### src/rtl/seq_scan_pkg.sv
`default_nettype none
// ============================================================================
// Module      : seq_scan_pkg
// Description : Shared definitions for the serial scan controller: default
//               parameter values and the controller state encoding.
// Revision    : 1.0 - initial release
// ============================================================================
package seq_scan_pkg;

    // Default widths: window bits, bit-budget counter, hit counter.
    localparam int unsigned C_DEF_PAT_W = 4;
    localparam int unsigned C_DEF_LEN_W = 8;
    localparam int unsigned C_DEF_CNT_W = 8;

    // Controller states.
    typedef enum logic [1:0] {
        IDLE = 2'd0,
        SCAN = 2'd1,
        DONE = 2'd2
    } scan_state_t;

endpackage : seq_scan_pkg
`default_nettype wire

### src/rtl/seq_match_win.sv
`default_nettype none
// ============================================================================
// Module      : seq_match_win
// Description : Serial match window. Shifts stream bits in at the LSB, keeps
//               a saturating fill count and compares the would-be window
//               against a masked pattern. The match flag is combinational and
//               describes the bit being shifted in this cycle.
// Revision    : 1.0 - initial release
// ============================================================================
module seq_match_win
    import seq_scan_pkg::*;
#(
    parameter int PAT_W = C_DEF_PAT_W
) (
    input  logic             clk,
    input  logic             reset,
    input  logic             shift_en_i,
    input  logic             clear_i,
    input  logic             overlap_i,
    input  logic             din_i,
    input  logic [PAT_W-1:0] pattern_i,
    input  logic [PAT_W-1:0] mask_i,
    output logic             match_o
);

    localparam int FILL_W = $clog2(PAT_W + 1);
    localparam logic [FILL_W-1:0] C_FULL = FILL_W'(PAT_W);

    logic [PAT_W-1:0]  win_q;
    logic [PAT_W-1:0]  win_d;
    logic [FILL_W-1:0] fill_q;
    logic [FILL_W-1:0] fill_d;
    logic [PAT_W-1:0]  w_next_win;
    logic [FILL_W-1:0] w_next_fill;
    logic              w_match;

    // Compare the window as it will look once the incoming bit is in, and
    // drop the fill count after a match when overlaps are not allowed.
    always_comb begin
        w_next_win  = {win_q[PAT_W-2:0], din_i};
        w_next_fill = (fill_q == C_FULL) ? C_FULL : fill_q + FILL_W'(1);
        w_match     = shift_en_i
                      && (((w_next_win ^ pattern_i) & mask_i) == '0)
                      && (w_next_fill == C_FULL);
        win_d  = win_q;
        fill_d = fill_q;
        if (clear_i) begin
            win_d  = '0;
            fill_d = '0;
        end else if (shift_en_i) begin
            win_d  = w_next_win;
            fill_d = (w_match && !overlap_i) ? '0 : w_next_fill;
        end
    end

    // Window and fill count registers.
    always_ff @(posedge clk) begin
        if (reset) begin
            win_q  <= '0;
            fill_q <= '0;
        end else begin
            win_q  <= win_d;
            fill_q <= fill_d;
        end
    end

    assign match_o = w_match;

endmodule : seq_match_win
`default_nettype wire

### src/rtl/seq_scan_ctrl.sv
`default_nettype none
// ============================================================================
// Module      : seq_scan_ctrl
// Description : Programmable serial scan controller. Accepts a scan job over
//               a valid/ready configuration port, paces stream bits through
//               a masked match window, counts hits and retires the job with a
//               one-cycle done pulse.
//               Optional feature macro SEQ_SCAN_FIRST_POS_EN adds the
//               first_hit_pos output (position of the first match in a job).
// Revision    : 1.0 - initial release
// ============================================================================
module seq_scan_ctrl
    import seq_scan_pkg::*;
#(
    parameter int PAT_W = C_DEF_PAT_W,
    parameter int LEN_W = C_DEF_LEN_W,
    parameter int CNT_W = C_DEF_CNT_W
) (
    input  logic             clk,
    input  logic             reset,
    input  logic             cfg_valid,
    output logic             cfg_ready,
    input  logic [PAT_W-1:0] cfg_pattern,
    input  logic [PAT_W-1:0] cfg_mask,
    input  logic [LEN_W-1:0] cfg_len,
    input  logic [CNT_W-1:0] cfg_max_hits,
    input  logic             cfg_overlap,
    input  logic             din_valid,
    input  logic             din,
    output logic             din_ready,
    input  logic             abort,
    output logic             busy,
    output logic             hit,
    output logic             done,
    output logic [CNT_W-1:0] hit_count,
    output logic [LEN_W-1:0] bits_seen
`ifdef SEQ_SCAN_FIRST_POS_EN
    ,
    output logic [LEN_W-1:0] first_hit_pos
`endif
);

    scan_state_t      state_q;
    scan_state_t      state_d;
    logic [PAT_W-1:0] pattern_q;
    logic [PAT_W-1:0] pattern_d;
    logic [PAT_W-1:0] mask_q;
    logic [PAT_W-1:0] mask_d;
    logic [LEN_W-1:0] len_q;
    logic [LEN_W-1:0] len_d;
    logic [CNT_W-1:0] max_hits_q;
    logic [CNT_W-1:0] max_hits_d;
    logic             overlap_q;
    logic             overlap_d;
    logic [CNT_W-1:0] hit_count_q;
    logic [CNT_W-1:0] hit_count_d;
    logic [LEN_W-1:0] bits_seen_q;
    logic [LEN_W-1:0] bits_seen_d;
    logic             hit_q;
    logic             hit_d;

    logic             w_cfg_take;
    logic             w_accept;
    logic             w_match;

    // Handshake qualifiers: a job is taken only in IDLE, a bit only in SCAN
    // and never in a cycle where abort is raised.
    always_comb begin
        w_cfg_take = (state_q == IDLE) && cfg_valid;
        w_accept   = (state_q == SCAN) && din_valid && !abort;
    end

    seq_match_win #(
        .PAT_W      (PAT_W)
    ) u_win (
        .clk        (clk),
        .reset      (reset),
        .shift_en_i (w_accept),
        .clear_i    (w_cfg_take),
        .overlap_i  (overlap_q),
        .din_i      (din),
        .pattern_i  (pattern_q),
        .mask_i     (mask_q),
        .match_o    (w_match)
    );

    // Next-state logic: job latch, counters and termination decisions.
    always_comb begin
        state_d     = state_q;
        pattern_d   = pattern_q;
        mask_d      = mask_q;
        len_d       = len_q;
        max_hits_d  = max_hits_q;
        overlap_d   = overlap_q;
        hit_count_d = hit_count_q;
        bits_seen_d = bits_seen_q;
        hit_d       = 1'b0;

        case (state_q)
            IDLE: begin
                if (cfg_valid) begin
                    pattern_d   = cfg_pattern;
                    mask_d      = cfg_mask;
                    len_d       = cfg_len;
                    max_hits_d  = cfg_max_hits;
                    overlap_d   = cfg_overlap;
                    hit_count_d = '0;
                    bits_seen_d = '0;
                    state_d     = (cfg_len == '0) ? DONE : SCAN;
                end
            end
            SCAN: begin
                if (abort) begin
                    state_d = DONE;
                end else if (w_accept) begin
                    bits_seen_d = bits_seen_q + LEN_W'(1);
                    if (w_match) begin
                        hit_d = 1'b1;
                        if (hit_count_q != '1) begin
                            hit_count_d = hit_count_q + CNT_W'(1);
                        end
                    end
                    // Terminate on the same edge that accepts the last bit
                    // or the hit that reaches the limit.
                    if ((bits_seen_d == len_q)
                        || ((max_hits_q != '0) && (hit_count_d == max_hits_q))) begin
                        state_d = DONE;
                    end
                end
            end
            DONE: begin
                state_d = IDLE;
            end
            default: begin
                state_d = IDLE;
            end
        endcase
    end

    // State, job configuration and counter registers.
    always_ff @(posedge clk) begin
        if (reset) begin
            state_q     <= IDLE;
            pattern_q   <= '0;
            mask_q      <= '0;
            len_q       <= '0;
            max_hits_q  <= '0;
            overlap_q   <= 1'b0;
            hit_count_q <= '0;
            bits_seen_q <= '0;
            hit_q       <= 1'b0;
        end else begin
            state_q     <= state_d;
            pattern_q   <= pattern_d;
            mask_q      <= mask_d;
            len_q       <= len_d;
            max_hits_q  <= max_hits_d;
            overlap_q   <= overlap_d;
            hit_count_q <= hit_count_d;
            bits_seen_q <= bits_seen_d;
            hit_q       <= hit_d;
        end
    end

    // Status outputs decoded from the state and the registered counters.
    always_comb begin
        cfg_ready = (state_q == IDLE);
        din_ready = (state_q == SCAN) && !abort;
        busy      = (state_q != IDLE);
        done      = (state_q == DONE);
        hit       = hit_q;
        hit_count = hit_count_q;
        bits_seen = bits_seen_q;
    end

`ifdef SEQ_SCAN_FIRST_POS_EN
    logic [LEN_W-1:0] first_pos_q;
    logic [LEN_W-1:0] first_pos_d;

    // All-ones marks "no match yet"; it cannot collide with a real position
    // because bits_seen never exceeds the all-ones budget.
    always_comb begin
        first_pos_d = first_pos_q;
        if (w_cfg_take) begin
            first_pos_d = '1;
        end else if (w_accept && w_match && (first_pos_q == '1)) begin
            first_pos_d = bits_seen_q;
        end
    end

    // First-match position register.
    always_ff @(posedge clk) begin
        if (reset) begin
            first_pos_q <= '1;
        end else begin
            first_pos_q <= first_pos_d;
        end
    end

    assign first_hit_pos = first_pos_q;
`endif

endmodule : seq_scan_ctrl
`default_nettype wire
### config.mk
export PLATFORM = sky130hd
export DESIGN_NAME = seq_scan_ctrl
export DESIGN_NICKNAME = d
export VERILOG_FILES = /design/src/rtl/seq_scan_pkg.sv /design/src/rtl/seq_match_win.sv /design/src/rtl/seq_scan_ctrl.sv
export SDC_FILE = /design/constraint.sdc
export NUM_CORES = 1
export LEC_CHECK = 0
export BUFFER_PORTS_ARGS = -buffer_cell sky130_fd_sc_hd__buf_2
export CAP_MARGIN = 20
export CORE_UTILIZATION = 28
export CTS_BUF_LIST = sky130_fd_sc_hd__clkbuf_8 sky130_fd_sc_hd__clkbuf_16
export DETAILED_ROUTE_END_ITERATION = 8
export PLACE_DENSITY = 0.43
export SLEW_MARGIN = 20
export SYNTH_ARGS = -nofsm -noshare
export SYNTH_HDL_FRONTEND = slang
export SYNTH_SLANG_ARGS = --single-unit
export TNS_END_PERCENT = 5
### constraint.sdc
create_clock -name clk -period 4.1 [get_ports clk]
set_clock_uncertainty 0.15 [all_clocks]
set_input_delay 0.82 -clock clk [delete_from_list [all_inputs] [get_ports clk]]
set_output_delay 0.82 -clock clk [all_outputs]
set_load 0.05 [all_outputs]
==> Yosys cells after proc, flatten, opt, wreduce, memory -nomap -nowiden <==
Index checks and enable logic that the tools add are counted.
{ "classes": {"n_addsub": 3, "n_eq_ne": 12, "muxes": 21, "bitwise_logic": 4, "n_reduce_logical": 22} }
{ "op_table": {"columns": ["operator", "n"], "rows": [
  ["$mux 8", 10],
  ["$pmux 8 s2", 2],
  ["$add 8x1->8 const B", 2],
  ["$eq 8x8->1", 2],
  ["$mux 2", 5],
  ["$logic_and 1x1->1", 8],
  ["$logic_not 8->1", 1],
  ["$ne 8x8->1 const B", 1],
  ["$reduce_bool 8->1", 1],
  ["$eq 3x3->1 const B", 2],
  ["$mux 3", 2],
  ["$ne 3x2->1 const B", 2],
  ["$and 4x4->4", 1],
  ["$logic_not 4->1", 1],
  ["$ne 2x2->1 const B", 2],
  ["$pmux 2 s2", 1],
  ["$reduce_and 4->1", 1],
  ["$reduce_bool 2->1", 2],
  ["$reduce_or 4->1", 1],
  ["$xor 4x4->4", 1],
  ["$add 3x1->3 const B", 1],
  ["$reduce_and 3->1", 1],
  ["$eq 2x1->1 const B", 1],
  ["$eq 2x2->1 const B", 1],
  ["8 further kinds", 10]
]} }
{ "totals": {"regBits": 50, "in_bits": 31, "output_inout_bits": 21, "word_cells": 73} }

==> Logic depth before layout (Yosys ltp) <==
Gate-level depths: netlist of the first run.
{ "depth": {"ltp_word": 16, "mapped_depth": 11, "ltp_nobuf": 11} }

==> By module <==
Synthesis of the first run repeated with hierarchy kept, for this count alone.
{ "hier_totals": {"cells_unflattened": 346, "area_unflattened_um2": 2726.4} }
{ "modules_own_cells": {"columns": ["module", "instances", "cells_each", "area_each_um2", "seq_area_each_um2"], "rows": [
  ["seq_scan_ctrl", 1, 305, 2349.8, 880.8],
  ["seq_match_win", 1, 41, 376.6, 120.1]
]} }

==> Worst setup path after synthesis of the first run <==
Ideal clock, no wire load.
{ "synth_path": {"kind": "input to register", "start": "input port abort", "end": "register state_q[0]", "setup_time_ns": 0.115, "arrival_time_ns": 2.987, "t_required_ns": 3.835, "slack_ns": 0.848, "cell_stages": 9, "n_path_buf": 0, "cell_sequence": "nand4bb_1 -> a21oi_2 -> nand4_4 -> a41oi_4 -> or4b_1 -> a32o_1 -> o41ai_2 -> a21boi_1 -> o21ba_2"} }
{ "synth_between": {"elab_chain_len": 13, "elab_cells_between_ends": 16, "cone_classes": "eq/ne (3); mux (6); reduce/logical (7)"} }
{ "synth_lines": {"columns": ["item", "line_no", "text"], "rows": [
  ["start, declared", "seq_scan_ctrl.sv:31", "input logic abort,"],
  ["$logic_not 1->1", "seq_scan_ctrl.sv:70", "w_accept = (state_q == SCAN) && din_valid && !abort;"],
  ["$logic_and 1x1->1", "seq_scan_ctrl.sv:70", null],
  ["$logic_and 1x1->1", "seq_match_win.sv:43", "&& (((w_next_win ^ pattern_i) & mask_i) == '0)"],
  ["$logic_and 1x1->1", "seq_match_win.sv:44", "&& (w_next_fill == C_FULL);"],
  ["$mux 8", "seq_scan_ctrl.sv:117", "if (w_match) begin"],
  ["$mux 8", "seq_scan_ctrl.sv:115", "end else if (w_accept) begin"],
  ["$mux 8", "seq_scan_ctrl.sv:113", "if (abort) begin"],
  ["$mux 8", "seq_scan_ctrl.sv:99", "case (state_q)"],
  ["$eq 8x8->1", "seq_scan_ctrl.sv:126", "|| ((max_hits_q != '0) && (hit_count_d == max_hits_q))) begin"],
  ["$logic_and 1x1->1", "seq_scan_ctrl.sv:126", null],
  ["$logic_or 1x1->1", "seq_scan_ctrl.sv:126", null],
  ["$ne 3x2->1 (no source line)", null, null],
  ["$reduce_and 3->1 (no source line)", null, null],
  ["end signal, assigned", "seq_scan_ctrl.sv:153", "state_q <= state_d;"],
  ["end, declared", "seq_scan_ctrl.sv:43", "scan_state_t state_q;"]
]} }
Parallel ways exist; a longest one is shown, timed or not. The select of a mux whose other input is x is not followed.
A chain may end at the register's enable or synchronous reset.

==> Final worst setup path of the first run <==
Same ends and word-level chain as after synthesis.

==> results of run 1 <==
[path summary, 6_finish.rpt]
path                                              startpoint                      end  slack [ns]  depth (start not counted)
worst max register to register  u_win.fill_q[0]$_SDFFE_PP0P_  state_q[0]$_SDFFE_PP0P_        0.86                         10
worst min register to register        overlap_q$_SDFFE_PP0P_   overlap_q$_SDFFE_PP0P_        0.31                          2
worst max-delay path                                   abort  state_q[0]$_SDFFE_PP0P_        0.82                         10
worst min-delay path                  overlap_q$_SDFFE_PP0P_   overlap_q$_SDFFE_PP0P_        0.31                          2
[layer usage]
metal	vias up	track usage (%)	routed length (um)
li1	1177	-	-
met1	1042	19.80	3244
met2	30	25.00	3121
met3	7	2.895	191
met4	0	3.676	69
met5	-	0	0
[registers in the layout, indices dropped and copies added, names as in the netlist, 3 cells and up]
name,count
bits_seen,8
hit_count,8
len_q,8
mask_q,4
max_hits_q,8
pattern_q,4
u_win.fill_q,3
u_win.win_q,3
[area by class of cell]
type	instances	area share, %
sequential	50	33.67
clock buffer	5	2.315
timing repair buffer	56	9.848
clock inverter	3	1.263
inverter	6	0.7576
tap	108	4.545
multi-input combinational	245	47.60
[power by group through the flow]
stage	Sequential, uW	Combinational (uW)	Clock, uW
floorplan	528	98.2	0
detailed placement	533	142	0
global route	525	156	379
global placement	533	142	0
CTS	522	143	357
finish	522	139	344
[worst register-to-register path: cells and delay by family, from the launching register on]
kind | cells | cell delay, ns
adder cells (fa/ha/maj) | 1 | 0.32
AO/OA/AOI/OAI | 6 | 1.56
flip-flops | 1 | 0.36
AND/OR/NAND/NOR | 2 | 0.67
buffers and inverters | 1 | 0.08
[synthesized netlist by cell type, drive strengths merged, types with 2 or more instances]
master	instances
nand3	11
mux2	2
a22oi	2
dfxtp	50
o21ai	8
nand4	3
nor3	3
and2	2
clkbuf	16
and3	3
nand2	73
a21oi	43
or4	5
nor2	31
ha	4
xnor2	13
mux2i	3
o41ai	2
nor4	2
inv	6
a211oi	4
xor2	15
a31oi	3
[stage by stage]
stage               total power (uW)  instances  setup WS [ns]  util (%)  hold WS, ns
floorplan                      626.6        318         0.8476         -       0.2832
global placement               674.9        465         0.4942     33.03       0.2994
detailed placement             675.8        465         0.4421     33.03       0.3010
CTS                             1021        473         0.7766     34.26       0.3159
global route                    1060        473         0.6129     34.26       0.3342
finish                          1005        473         0.8171     34.26       0.3114
[kinds of logic (layout without fill, tap and decap cells)]
logic type | count (synthesis) | count (layout) | share of synthesized area [%]
compound gates | 68 | 68 | 17.09
xor+xnor | 28 | 28 | 9.795
fa+ha+maj | 4 | 4 | 1.999
buf+inv | 23 | 70 | 3.498
flops | 50 | 50 | 39.98
mux | 5 | 5 | 2.099
simple gates | 140 | 140 | 25.54
==> results by group, run 1 <==
Setup path
  – CP Capture Type: register
  – CP bufs+invs: 1
  – CP startpoint kind: primary input
  – Crit path cell chain: buf_2 > nand4bb_1 > a21oi_2 > nand4_4 > a41oi_4 > or4b_1 > a32o_1 > o41ai_2 > a21boi_1 > o21ba_2
  – Setup CP Type: in -> reg
  – Crit path max fanout: 10
  – CP delay by family, top: compound AO/OA/AOI/OAI gates
  – Crit-path slowest cell: or4b_1
  – CP Data Arrival Time: 3.34 ns
  – Worst EP required: 4.16 ns
  – Max incr delay on CP: 0.47 ns

Clocking
  – Worst-case clock buffer depth: 2
  – H-tree Lvls: 2
  – Post-cts gate resize count: 0
  – Clock Sinks: 50
  – CTS Root Cell: clkbuf_8
  – Post-CTS Repair Setup Buffers: 0
  – Num CTS Buffers: 5
  – Clock tree from TritonCTS: built
  – Clock-pin slew on the worst setup and hold paths: 0.09 ns
  – CTS Hold Bufs: 0
  – Clock latency on the worst-skew pair: 0.30 ns

Floorplan
  – Die Ht: 96.56 um
  – Row count: 34
  – Core Box Area: 8678 sq um
  – Die X: 96.56 um
  – I/O pins: 52
  – Initial Utilization: 28.85%
  – Full die area: 9324 sq um

Global route
  – GRT Util Overall: 14.98%
  – Initial antenna violation count: 0
  – Vias in the first global route: 2097
  – Largest net degree at the start of global routing: 28
  – Grt ovf: 0
  – Global-route wire length before repair: 10390 um

Pwr
  – Sw frac: 26.77%
  – P_leak: 0.001185 uW
  – Reg power frac: 51.9%
  – Logic gate share of total power: 13.9%
  – Maximum vdd drop: 159.3 uV
  – Clk pwr share: 34.2%
  – Power per cell area: 338.1 nW/um^2
  – Internal power: 736.1 uW
  – Sw Pwr: 269.1 uW

STA
  – Period Utilization, post-route: 80.07%
  – Setup TNS: 0 ns
  – Fmax: 304.6 MHz
  – # setup viols final: 0
  – RSZ-0062 raised after global routing: false
  – Worst-Margin Slew: 0.6085 ns
  – Min Tclk post-route: 3.283 ns
  – Max-slew headroom: 59.33%
  – Hold Vio Cnt, Final: 0
  – Max Slew Vio Count: 0

Cells and area
  – # fillers: 956
  – Nets: 399
  – Area Overhead vs Synth: 18.74%
  – # diodes: 0
  – Multi-input logic area: 1415 sq um
  – Final Cell Area: 2973 sq um
  – Commonest non-fill, non-tap cell in the layout: nand2_1
  – Layout cells sized above 1: 19.73%
  – Most frequent cells in the layout: 73 x nand2_1, 51 x buf_2, 50 x dfxtp_1
  – Seq. cell area: 1001 sq um

Route
  – Routed Antenna Nets: 0
  – Number of iterations in the first detailed-routing pass: 4
  – Drt total wl: 6626 um
  – Wire per inst: 14.01 um
  – Vias: 2256
  – Drt initial violations: 97
  – Remaining DRCs: 0
  – Via-per-instance ratio: 4.770

Synth
  – Yosys warning count: 0
  – Synthesized cell area: 2504 sq um
  – Ys async rst share: 0%
  – Syn_nets: 353
  – Area share of the largest cell type after synthesis: 39.98%
  – Syn Area/Cell: 7.873 sq um
  – Area contributors post-synth: dfxtp_1 40%, nand2_1 11%, a21oi_1 8.4%, xor2_1 5.2%, nor2_1 4.6%
  – Synth Instances: 318
  – Yosys top cell by area: dfxtp_1
  – Yosys cell types: 44
  – FF+latch count, synth: 50
  – EDFF count, synth: 0
  – Ys flop type: dfxtp_1
  – Seq/Total Area, Yosys: 39.98%

Job
  – Number of max-cap violations: 0

Outcome
  – Run status: finished clean

Placed design
  – Port-buffer cells: 51
  – Placer Congestion: 0.7476
  – Cell Area, Placed: 2867 sq um
  – Detail Placement HPWL: 4897 um

Min path
  – Worst min path class: reg -> reg
(Power assumes the default switching activity.)
==> run 2: changes to the inputs <==
--- a/config.mk
+++ b/config.mk
@@ -10,7 +10,7 @@
 export CORE_UTILIZATION = 28
 export CTS_BUF_LIST = sky130_fd_sc_hd__clkbuf_8 sky130_fd_sc_hd__clkbuf_16
 export DETAILED_ROUTE_END_ITERATION = 8
-export PLACE_DENSITY = 0.43
+export PLACE_DENSITY = 0.45
 export SLEW_MARGIN = 20
 export SYNTH_ARGS = -nofsm -noshare
 export SYNTH_HDL_FRONTEND = slang
==> constraint.sdc (replaced) <==
create_clock -name clk -period 2.8 [get_ports clk]
set_clock_uncertainty 0.15 [all_clocks]
set_input_delay 0.56 -clock clk [delete_from_list [all_inputs] [get_ports clk]]
set_output_delay 0.56 -clock clk [all_outputs]
set_load 0.05 [all_outputs]
==> run 2 against run 1 <==
Register-to-register slack got worse by 0.84 ns; flip-flop and latch count unchanged; critical path depth did not move; cell area up 5.8%; sequential share of layout area fell by 1.4 points; clock power increased by 49%; via count is 4.4% higher; final cell count grew 3.4%; worst setup slack got worse by 0.79 ns; core utilization grew 2.0 points; die area unchanged; highest routed layer unchanged.
==> results by group, run 2 (synthesis gave the netlist of run 1 again) <==
Floorplan
  – Core Box Area: 8678 sq um
  – Die X: 96.56 um
  – I/O pins: 52
  – Full die area: 9324 sq um
  – Die Ht: 96.56 um
  – Row count: 34
  – Initial Utilization: 28.85%

Global route
  – GRT Util Overall: 15.79%
  – Vias in the first global route: 2232
  – Global-route wire length before repair: 11120 um
  – Initial antenna violation count: 0
  – Largest net degree at the start of global routing: 29
  – Grt ovf: 0

Cells and area
  – Commonest non-fill, non-tap cell in the layout: nand2_1
  – # fillers: 951
  – Nets: 415
  – Final Cell Area: 3146 sq um
  – Layout cells sized above 1: 26.25%
  – Area Overhead vs Synth: 25.64%
  – # diodes: 0
  – Seq. cell area: 1016 sq um
  – Most frequent cells in the layout: 73 x nand2_1, 51 x buf_2, 44 x dfxtp_1
  – Finished Layout Cells: 489
  – Multi-input logic area: 1450 sq um

Route
  – Vias: 2356
  – Remaining DRCs: 0
  – Drt initial violations: 74
  – Via-per-instance ratio: 4.818
  – Number of iterations in the first detailed-routing pass: 4
  – Routed Antenna Nets: 0
  – Wire per inst: 14.02 um
  – Drt total wl: 6857 um

Setup path
  – Worst EP required: 2.86 ns
  – Setup CP Type: reg -> reg
  – CP Data Arrival Time: 2.83 ns
  – Reg-to-Reg End: state_q[0]$_SDFFE_PP0P_
  – Worst r2r src: u_win.fill_q[0]$_SDFFE_PP0P_
  – CP Capture Type: register
  – R2r worst-path depth: 10
  – Crit path max fanout: 3
  – CP startpoint kind: register
  – R2R setup slack: 0.02 ns

Pwr
  – P_leak: 0.001269 uW
  – Maximum vdd drop: 272.2 uV
  – Power per cell area: 472.6 nW/um^2

Clocking
  – Clock tree from TritonCTS: built
  – Post-CTS Repair Setup Buffers: 0
  – Num CTS Buffers: 5
  – Worst-case clock buffer depth: 2
  – Clock latency on the worst-skew pair: 0.30 ns
  – Clock Sinks: 50
  – Clock-pin slew on the worst setup and hold paths: 0.09 ns
  – CTS Root Cell: clkbuf_8
  – H-tree Lvls: 2

Placed design
  – Port-buffer cells: 51
  – Cell count after placement: 481
  – Cell Area, Placed: 3005 sq um
  – Detail Placement HPWL: 5134 um
  – Placer Congestion: 0.8412

Min path
  – Hold endpoint: pattern_q[2]$_SDFFE_PP0P_
  – Hold path start: pattern_q[2]$_SDFFE_PP0P_
  – Worst min path class: reg -> reg
  – Hold Crit Depth: 2

STA
  – Hold Vio Cnt, Final: 0
  – Max-slew headroom: 55.56%
  – Max Slew Vio Count: 0
  – Min Tclk post-route: 2.777 ns
  – RSZ-0062 raised after global routing: true
  – Fin Hold WS: 0.3215 ns
  – Worst-Margin Slew: 0.6666 ns
  – Period Utilization, post-route: 99.18%
  – Fmax: 360.1 MHz
  – # setup viols final: 0

Outcome
  – Run status: finished clean

Job
  – Number of max-cap violations: 0
-- run 2: layer usage --
metal	track usage, %	wire (um)	vias up
met1	21.02	3296	1100
met3	2.817	239	7
met4	3.676	66	0
li1	-	-	1205
met5	0	0	-
met2	26.41	3254	44
-- run 2: repair_timing --
| item | in CTS | in global routing |
|---|---|---|
| hold buffers | 0 | 0 |
| gates resized for setup | 3 | 4 |
| endpoints found under the setup margin | 2 | 2 |
| pin swaps | 2 | 1 |
-- run 2: how the worst max path moves through the flow --
stage | from | endpoint | cells past startpoint
floorplan | abort | state_q[0]$_SDFFE_PP0P_ | 9
global placement | abort | state_q[0]$_SDFFE_PP0P_ | 10
detailed placement | abort | state_q[0]$_SDFFE_PP0P_ | 10
CTS | u_win.fill_q[1]$_SDFFE_PP0P_ | state_q[0]$_SDFFE_PP0P_ | 11
global route | u_win.fill_q[0]$_SDFFE_PP0P_ | state_q[1]$_SDFFE_PP0P_ | 10
finish | u_win.fill_q[0]$_SDFFE_PP0P_ | state_q[0]$_SDFFE_PP0P_ | 10
-- run 2: metrics by stage --
step	setup WS, ns	setup TNS (ns)	utilization [%]	total power [uW]
final	0.02291	0	36.25	1487
after global placement	-0.1329	-0.2347	34.63	992.1
after CTS	-0.004198	-0.004198	36.02	1520
after detailed placement	-0.1959	-0.3654	34.63	995.2
after floorplan	-0.08466	-0.1354	-	916.8
after global routing	-0.1469	-0.2642	36.25	1571
-- run 2: where the power goes --
group,leakage [uW],switching [uW],total [uW],internal [uW]
clock,0.0000599,248,512,264
sequential,0.000411,24.6,760,736
combinational,0.000798,131,214,83.2
total,0.00127,403,1490,1080
-- run 2: final cells by class --
cell class                 instances  share of cell area, %
clock inverter                     3                  1.273
clock buffer                       5                  2.188
sequential                        50                  32.30
timing repair buffer              72                  13.13
inverter                           6                 0.7160
tap                              108                  4.296
multi-input combinational        245                  46.10
-- run 2: worst max-delay path, cell delays in order (launching register included) --
cell and delay, ns:
dfxtp_4 0.38, inv_1 0.05, ha_1 0.31, a21oi_2 0.15, nand4_4 0.11, a41oi_4 0.20
or4b_1 0.46, a32o_1 0.25, o41ai_2 0.27, a21boi_1 0.13, o21ba_2 0.21
==> run 3: changes to the inputs <==
--- a/config.mk
+++ b/config.mk
@@ -7,10 +7,12 @@
 export LEC_CHECK = 0
 export BUFFER_PORTS_ARGS = -buffer_cell sky130_fd_sc_hd__buf_2
 export CAP_MARGIN = 20
-export CORE_UTILIZATION = 28
+export CELL_PAD_IN_SITES_DETAIL_PLACEMENT = 1
+export CELL_PAD_IN_SITES_GLOBAL_PLACEMENT = 1
+export CORE_UTILIZATION = 36
 export CTS_BUF_LIST = sky130_fd_sc_hd__clkbuf_8 sky130_fd_sc_hd__clkbuf_16
 export DETAILED_ROUTE_END_ITERATION = 8
-export PLACE_DENSITY = 0.45
+export PLACE_DENSITY = 0.73
 export SLEW_MARGIN = 20
 export SYNTH_ARGS = -nofsm -noshare
 export SYNTH_HDL_FRONTEND = slang
==> run 3 against run 2 <==
Hold slack better by 0.0031 ns; cell area shrank 0.24%; combinational power increased by 3%; core utilization increased by 10 points; flip-flop and latch count stayed put; sequential power barely moved.
==> results by group, run 3 (synthesis gave the netlist of run 1 again) <==
Outcome
  – Run status: finished clean

Floorplan
  – Die X: 85.40 um
  – Full die area: 7292 sq um
  – I/O pins: 52
  – Core Box Area: 6756 sq um
  – Row count: 30
  – Die Ht: 85.40 um
  – Initial Utilization: 37.06%

STA
  – Fin Hold WS: 0.3245 ns
  – Setup TNS: 0 ns
  – Max-slew headroom: 65.30%
  – Hold Vio Cnt, Final: 0
  – Min Tclk post-route: 2.789 ns
  – # setup viols final: 0
  – Worst-Margin Slew: 0.5192 ns
  – Fmax: 358.6 MHz
  – RSZ-0062 raised after global routing: true
  – Max Slew Vio Count: 0
  – Period Utilization, post-route: 99.60%

Cells and area
  – Nets: 416
  – Most frequent cells in the layout: 73 x nand2_1, 51 x buf_2, 44 x dfxtp_1
  – Area Overhead vs Synth: 25.34%
  – # diodes: 0
  – Layout cells sized above 1: 27.30%
  – Commonest non-fill, non-tap cell in the layout: nand2_1
  – Final Cell Area: 3138 sq um

Setup path
  – Crit path max fanout: 3
  – CP Capture Type: register
  – Worst EP required: 2.85 ns
  – CP Data Arrival Time: 2.84 ns
  – Setup CP Type: reg -> reg
  – CP startpoint kind: register

Route
  – Routed Antenna Nets: 0
  – Drt total wl: 7208 um
  – Vias: 2469
  – Drt initial violations: 78
  – Number of iterations in the first detailed-routing pass: 4
  – Remaining DRCs: 0
  – Via-per-instance ratio: 5.356
  – Wire per inst: 15.64 um

Placed design
  – Placer Congestion: 0.7932
  – Detail Placement HPWL: 5402 um
  – Port-buffer cells: 51
  – Cell Area, Placed: 2978 sq um

Clocking
  – Post-CTS Repair Setup Buffers: 0
  – H-tree Lvls: 2
  – Clock latency on the worst-skew pair: 0.30 ns
  – Clock-pin slew on the worst setup and hold paths: 0.09 ns
  – Num CTS Buffers: 5
  – CTS Root Cell: clkbuf_8
  – Clock Sinks: 50
  – Worst-case clock buffer depth: 2
  – Clock tree from TritonCTS: built

Pwr
  – Power per cell area: 472.9 nW/um^2
  – P_leak: 0.001278 uW
  – Maximum vdd drop: 179.9 uV

Job
  – Number of max-cap violations: 0

Global route
  – Vias in the first global route: 2538
  – Largest net degree at the start of global routing: 28
  – Initial antenna violation count: 0
  – Global-route wire length before repair: 12190 um
  – Grt ovf: 0
  – GRT Util Overall: 21.24%

Min path
  – Worst min path class: reg -> reg
[run 3: layer usage]
metal	vias to the layer above	global-route usage [%]	wire, um
met5	-	0	0
met4	0	5.000	64
met3	7	3.599	196
met2	41	37.83	3567
met1	1208	26.78	3380
li1	1213	-	-
[run 3: through the flow]
| step | setup WS (ns) | cells | power, uW | util (%) |
|---|---|---|---|---|
| final | 0.01126 | 461 | 1484 | 46.44 |
| after global routing | -0.1006 | 461 | 1558 | 46.44 |
| after CTS | -0.003690 | 461 | 1507 | 46.44 |
| after detailed placement | -0.2155 | 454 | 996.9 | 44.07 |
| after global placement | -0.1150 | 454 | 990.8 | 44.07 |
| after floorplan | -0.08466 | 318 | 916.8 | - |
[run 3: where the power goes]
group	leakage [uW]	switching [uW]	internal (uW)
Clock	0.0000542	240	263
Sequential	0.000411	24.8	736
Combinational	0.000813	134	86.6
Total	0.00128	398	1090
[run 3: critical path, cell delays in order, from the launching register on]
cell	delay, ns
dfxtp_4	0.38
inv_1	0.08
ha_4	0.25
a21oi_4	0.13
nand4_4	0.13
a41oi_4	0.22
or4b_4	0.48
a32o_2	0.26
o41ai_2	0.27
a21boi_1	0.13
o21ba_2	0.20
[run 3: path summary, 6_finish.rpt]
path,from,endpoint,slack (ns),cells after the start
setup / recovery,u_win.fill_q[0]$_SDFFE_PP0P_,state_q[0]$_SDFFE_PP0P_,0.01,10
setup reg to reg,u_win.fill_q[0]$_SDFFE_PP0P_,state_q[0]$_SDFFE_PP0P_,0.01,10
hold reg to reg,len_q[2]$_SDFFE_PP0P_,len_q[2]$_SDFFE_PP0P_,0.32,2
hold / removal,len_q[2]$_SDFFE_PP0P_,len_q[2]$_SDFFE_PP0P_,0.32,2
[run 3: cell type report]
cell class / count / area (sq um)
fillers: 855 / 3618
multi-input cells: 245 / 1471
flip-flops and latches: 50 / 1016
repair buffers: 73 / 420.4
well taps: 80 / 100.1
clock buffers: 5 / 68.82
clock inverters: 2 / 38.79
inverters: 6 / 22.52
[run 3: timing repair]
action,4_1_cts,5_1_grt
hold buffers,0,0
pin swaps,3,0
setup endpoints to repair,2,2
gates resized for setup,11,0
gates cloned,0,0
